==> config.mk <==
export PLATFORM = sky130hd
export DESIGN_NAME = wbs_charlie_keys
export DESIGN_NICKNAME = d
export VERILOG_FILES = /design/src/rtl/wbs_charlie_keys.sv
export SDC_FILE = /design/constraint.sdc
export NUM_CORES = 1
export LEC_CHECK = 0
export ABC_AREA = 1
export ABC_CLOCK_PERIOD_IN_PS = 2300
export CAP_MARGIN = 20
export CORE_ASPECT_RATIO = 1.4
export CORE_MARGIN = 1.5
export CORE_UTILIZATION = 49
export CTS_BUF_LIST = sky130_fd_sc_hd__clkbuf_8
export DETAILED_ROUTE_END_ITERATION = 12
export GPL_ROUTABILITY_DRIVEN = 0
export PLACE_DENSITY = 0.76
export SETUP_SLACK_MARGIN = 0.3
export SLEW_MARGIN = 25
export SYNTH_ARGS = -nofsm -noshare
export SYNTH_HDL_FRONTEND = slang
export SYNTH_SLANG_ARGS = --single-unit
==> constraint.sdc <==
create_clock -name wbs_clk_i -period 2.3 [get_ports wbs_clk_i]
set_input_delay 0.345 -clock wbs_clk_i [delete_from_list [all_inputs] [get_ports wbs_clk_i]]
set_output_delay 0.345 -clock wbs_clk_i [all_outputs]
set_load 0.1 [all_outputs]
==> src/rtl/wbs_charlie_keys.sv <==
// Wishbone B4 pipelined slave scanning a 7-pin charlieplexed 42-key matrix with frame-based debounce.
// Ack/data 1 cycle after each request, back-to-back requests accepted, never stalls.
module wbs_charlie_keys #(
    parameter int WB_CLK_HZ = 12000000,
    parameter int SCAN_HZ   = 10000,
    parameter int DEBOUNCE  = 3
) (
    input  logic        wbs_clk_i,
    input  logic        wbs_rst_i,
    input  logic        wbs_cyc_i,
    input  logic        wbs_stb_i,
    input  logic        wbs_we_i,
    input  logic [3:0]  wbs_adr_i,
    input  logic [3:0]  wbs_sel_i,
    input  logic [31:0] wbs_dat_i,
    output logic [31:0] wbs_dat_o,
    output logic        wbs_stall_o,
    output logic        wbs_ack_o,
    input  logic [6:0]  charlie_i,
    output logic [6:0]  charlie_o,
    output logic [6:0]  charlie_oe,
    output logic        irq_o
);
    localparam int CNT_MAX = WB_CLK_HZ / SCAN_HZ;
    localparam int CNT_W   = $clog2(CNT_MAX);
    localparam int HIST_N  = DEBOUNCE - 1;
    localparam logic [CNT_W-1:0] CNT_LAST = CNT_W'(CNT_MAX - 1);

    logic [6:0]                  sync_a_q, sync_a_d;
    logic [6:0]                  sync_b_q, sync_b_d;
    logic [CNT_W-1:0]            cnt_q, cnt_d;
    logic [2:0]                  col_q, col_d;
    logic [6:0][6:0]             raw_q, raw_d;
    logic [HIST_N-1:0][6:0][6:0] hist_q, hist_d;
    logic [6:0][6:0]             key_q, key_d;
    logic [6:0][6:0]             agree;
    logic                        pending_q, pending_d;
    logic                        irq_en_q, irq_en_d;
    logic [15:0]                 frame_q, frame_d;
    logic                        ack_q, ack_d;
    logic [31:0]                 dat_q, dat_d;
    logic                        irq_q, irq_d;
    logic                        slot_end, frame_end, req;
    logic [31:0]                 rdata;
    logic                        unused_ok;

    assign unused_ok = ^{wbs_sel_i, wbs_dat_i[31:2]};

    // Sample the driven column at the last cycle of its slot; the own-pin bit is meaningless.
    always_comb begin
        slot_end  = (cnt_q == CNT_LAST);
        frame_end = slot_end && (col_q == 3'd6);
        raw_d     = raw_q;
        if (slot_end) begin
            raw_d[col_q]        = ~sync_b_q;
            raw_d[col_q][col_q] = 1'b0;
        end
    end

    // A key may change only when the fresh sample matches every stored history entry.
    always_comb begin
        agree = '1;
        for (int h = 0; h < HIST_N; h++) begin
            agree = agree & ~(hist_q[h] ^ raw_d);
        end
    end

    always_comb begin
        sync_a_d  = charlie_i;
        sync_b_d  = sync_a_q;
        cnt_d     = slot_end ? '0 : cnt_q + 1'b1;
        col_d     = col_q;
        hist_d    = hist_q;
        key_d     = key_q;
        frame_d   = frame_q;
        pending_d = pending_q;
        irq_en_d  = irq_en_q;
        req       = wbs_cyc_i & wbs_stb_i;
        rdata     = '0;

        if (slot_end) begin
            col_d = (col_q == 3'd6) ? 3'd0 : col_q + 3'd1;
        end

        if (frame_end) begin
            hist_d[0] = raw_d;
            for (int h = 1; h < HIST_N; h++) begin
                hist_d[h] = hist_q[h-1];
            end
            key_d   = (agree & raw_d) | (~agree & key_q);
            frame_d = frame_q + 16'd1;
        end

        case (wbs_adr_i)
            4'd0, 4'd1, 4'd2, 4'd3, 4'd4, 4'd5, 4'd6:
                rdata = {25'd0, key_q[wbs_adr_i[2:0]]};
            4'd7:    rdata = {30'd0, irq_en_q, pending_q};
            4'd8:    rdata = {16'd0, frame_q};
            default: rdata = '0;
        endcase

        if (req && wbs_we_i && (wbs_adr_i == 4'd7)) begin
            irq_en_d = wbs_dat_i[1];
            if (wbs_dat_i[0]) begin
                pending_d = 1'b0;
            end
        end
        // Evaluated after the clear so a same-cycle key change keeps pending set.
        if (frame_end && (key_d != key_q)) begin
            pending_d = 1'b1;
        end

        ack_d = req;
        dat_d = (req && !wbs_we_i) ? rdata : '0;
        irq_d = pending_q & irq_en_q;
    end

    always_ff @(posedge wbs_clk_i) begin
        if (wbs_rst_i) begin
            sync_a_q  <= '1;
            sync_b_q  <= '1;
            cnt_q     <= '0;
            col_q     <= '0;
            raw_q     <= '0;
            hist_q    <= '0;
            key_q     <= '0;
            pending_q <= 1'b0;
            irq_en_q  <= 1'b0;
            frame_q   <= '0;
            ack_q     <= 1'b0;
            dat_q     <= '0;
            irq_q     <= 1'b0;
        end else begin
            sync_a_q  <= sync_a_d;
            sync_b_q  <= sync_b_d;
            cnt_q     <= cnt_d;
            col_q     <= col_d;
            raw_q     <= raw_d;
            hist_q    <= hist_d;
            key_q     <= key_d;
            pending_q <= pending_d;
            irq_en_q  <= irq_en_d;
            frame_q   <= frame_d;
            ack_q     <= ack_d;
            dat_q     <= dat_d;
            irq_q     <= irq_d;
        end
    end

    assign charlie_oe  = 7'b1 << col_q;
    assign charlie_o   = '0;
    assign wbs_stall_o = 1'b0;
    assign wbs_ack_o   = ack_q;
    assign wbs_dat_o   = dat_q;
    assign irq_o       = irq_q;

endmodule

==> run metrics <==
Syn. warnings 0; Synth area leader dfxtp_1; CTS Buf Count 39; WP data required 2.74 ns; GRT Total Usage 26.1%; Most used DFF post-synth dfxtp_1; DR DRC count 0; antenna violations before repair 0; Setup Skew 0.0170 ns; htree depth 2; R2R Setup Slk -0.21 ns; Placed Area between 10000 and 15000 sq um; first-pass GRT wire length 53000 microns; VDD IR max 342 uV; fillers approximately 2.1k; Slew @ Worst Pin 0.620 ns; footprint of the multi-input gates 6100 sq um; core area 24000 sq um; Max Cap Violations 0; HPWL after detailed placement approximately 24000 microns; drt initial violations 899; commonest cells in the netlist 458 x nand2_1, 253 x dfxtp_1, 247 x nor2_1; DR pass1 iterations 5; synth top area cells dfxtp_1 42%, nand2_1 14%, nor2_1 7.8%; CP arrival 2.95 ns; Slew headroom 58.7%; adder-cell share of the synthesized area 0.314%; Setup crit start kind register; sequential standard cell area around 5000 sq um; CP endpoint kind register; Setup Crit Path Kind reg2reg; Final #Nets just over 2k; CTS Root Cell clkbuf_8; Port-buffer cells 42; Final Cell Area 15500 sq um; clock slew at reported path FFs 0.07 ns; Max Transition Viols Final 0; Yosys reg bits 253; Max Clk Rate 0.399 GHz; mux cell area share after synthesis 0%; worst setup margin -0.205 ns; vias in the first global route ~11k; status finished with violations; critical path fanouts, max 27; R2R depth 19; DR vias/cell 5.26; Mean Syn Cell Area 6.69 sq um; Synth cell types 44; Seq/Total Area, Yosys 42.4%; largest net degree at the start of global routing 133; Pwr Density 558 nW/um^2; Hold Worst Slack 0.196 ns; Cells after Synth ~1.8k; Compound-Gate Fraction of Synth Area 13.6%; RSZ-0062 raised after global routing true; final setup violating endpoints 8; leakage 6.72 nW; failing checks setup timing; Fin. Hold Viols 0; CP Launch Point cnt_q[1]; Post-Route WL 35500 microns; Antenna Nets Post-Route 0; pre-CTS setup slack -0.187 ns; XOR/XNOR Fraction of Synth Area 0.220%; share of cells above drive strength 1 approximately 21%; chip width 135 microns; crit path to pending_q; die footprint 25400 sq um; Synth async-reset ratio 0%; R2R Path End pending_q; Via Count roughly 12k; final core utilization roughly two thirds; num rows 67; CTS tree yes; WL per Instance approximately 15 microns; Hold Crit Class in2reg; EDFF count, synth 0; reg-to-reg critical path startpoint cnt_q[1]; share of Yosys cell area claimed by the top area cell type a little over two fifths; simple-gate share of the synthesized area 32.3%; final worst path period share 109%; clock latency on the worst-skew pair ~0.54 ns; count leader, synth nand2_1; Num Clock Sinks ~250; minimum clock period 2.51 ns; largest family of logic cells by synthesized area simple AND/OR/NAND/NOR gates; CTS max path bufs 3; I/O pins 101; Layout area overhead 29.9%; global route total overflow 0; Starting Density 49.9%; Die Span Y 188 microns; Mapped Area 12000 sq um; final antenna diode count 0
[critical path, stage by stage (launching register included)]
cell     delay (ns)
dfxtp_2        0.35
ha_4           0.16
buf_12         0.10
nand3_4        0.08
nor2_4         0.11
nand4_1        0.18
buf_12         0.22
buf_16         0.17
nor2_1         0.14
nand2_1        0.09
nand3_1        0.10
nand2_1        0.06
nor2_1         0.10
nand2_1        0.08
nor2_1         0.10
nand2_1        0.06
nor2_1         0.10
nand3_1        0.08
nand2_1        0.07
inv_1          0.04
[stage by stage]
stage	std cells	setup TNS, ns	power (W)
detailed placement	2217	-0.423	0.00494
global placement	2217	-0.246	0.00493
finish	2326	-0.913	0.00867
floorplan	1811	0	0.00485
global route	2326	-2.12	0.00890
CTS	2288	-0.172	0.00868
[registers in the layout, indices dropped and copies added (netlist names)]
signal     flops
hist_q        98
cnt_q         11
irq_o          1
key_q         49
frame_q       16
irq_en_q       1
col_q          3
wbs_dat_o     16
pending_q      1
wbs_ack_o      1
raw_q         42
sync_b_q       7
sync_a_q       7
[logic make-up after synthesis]
family,Yosys count
and+or+nand+nor,915
buffers and inverters,313
AOI/OAI and AO/OA,300
DFF,253
xor gates and xnor gates,3
adders and majority gates,3
other,1
[metal layers]
metal  up-vias  track usage (%)  wire [microns]
met5         -                0               0
li1       6072                -               -
met4         0             18.7            2720
met1      5566             28.0           13100
met3       158             4.33            2200
met2       437             45.8           17500
[repair_timing]
item,in CTS,in global routing
setup endpoints to repair,17,49
setup buffers,6,33
hold buffers,0,0
gates resized for setup,29,138
gates cloned,0,5
pin swaps,5,40
[area by class of cell]
type	count	area share [%]
Multi-Input combinational cell	1245	39.3
Clock buffer	50	4.43
Tap cell	310	2.50
Clock inverter	15	0.564
Inverter	214	5.31
Timing Repair Buffer	239	15.2
Sequential cell	253	32.7
[worst min path at each step]
stage | startpoint | to | slack, ns | cells past startpoint
CTS | wbs_rst_i | raw_q[19] | 0.17 | 2
global route | wbs_rst_i | raw_q[19] | 0.19 | 2
finish | wbs_rst_i | raw_q[26] | 0.20 | 2
floorplan | sync_a_q[0] | sync_b_q[0] | 0.39 | 1
detailed placement | sync_a_q[3] | sync_b_q[3] | 0.39 | 1
global placement | sync_a_q[2] | sync_b_q[2] | 0.40 | 1
[where the power goes]
part	switching, W	internal, W	total (W)
Clock	0.00176	0.00205	0.00381
Sequential	0.0000203	0.00440	0.00442
Combinational	0.000346	0.0000928	0.000439
Total	0.00213	0.00654	0.00867
[layout by cell type, fill, tap and decap left out, types with 5 or more instances in the layout]
cell type          n
nor2_1           216
nor2_4            19
inv_1            208
o21ai_1            9
clkdlybuf4s50_1   16
a31oi_1            7
o21a_1            10
clkbuf_16          5
nor3_1            18
inv_2              7
buf_12            20
a21oi_1          127
nand3_2            5
nand3_1          110
dfxtp_1          247
o21ai_2            9
clkbuf_8          50
nand2_2           13
or2_2             17
nand4_1           26
conb_1            24
nor2_2            23
o21ai_0           98
nand2_1          442
clkinv_2           5
a21oi_2            6
nand2_4            6
buf_6             30
buf_8              5
a211oi_1          11
buf_4            161
No activity file was read; power rests on OpenSTA's default activity.
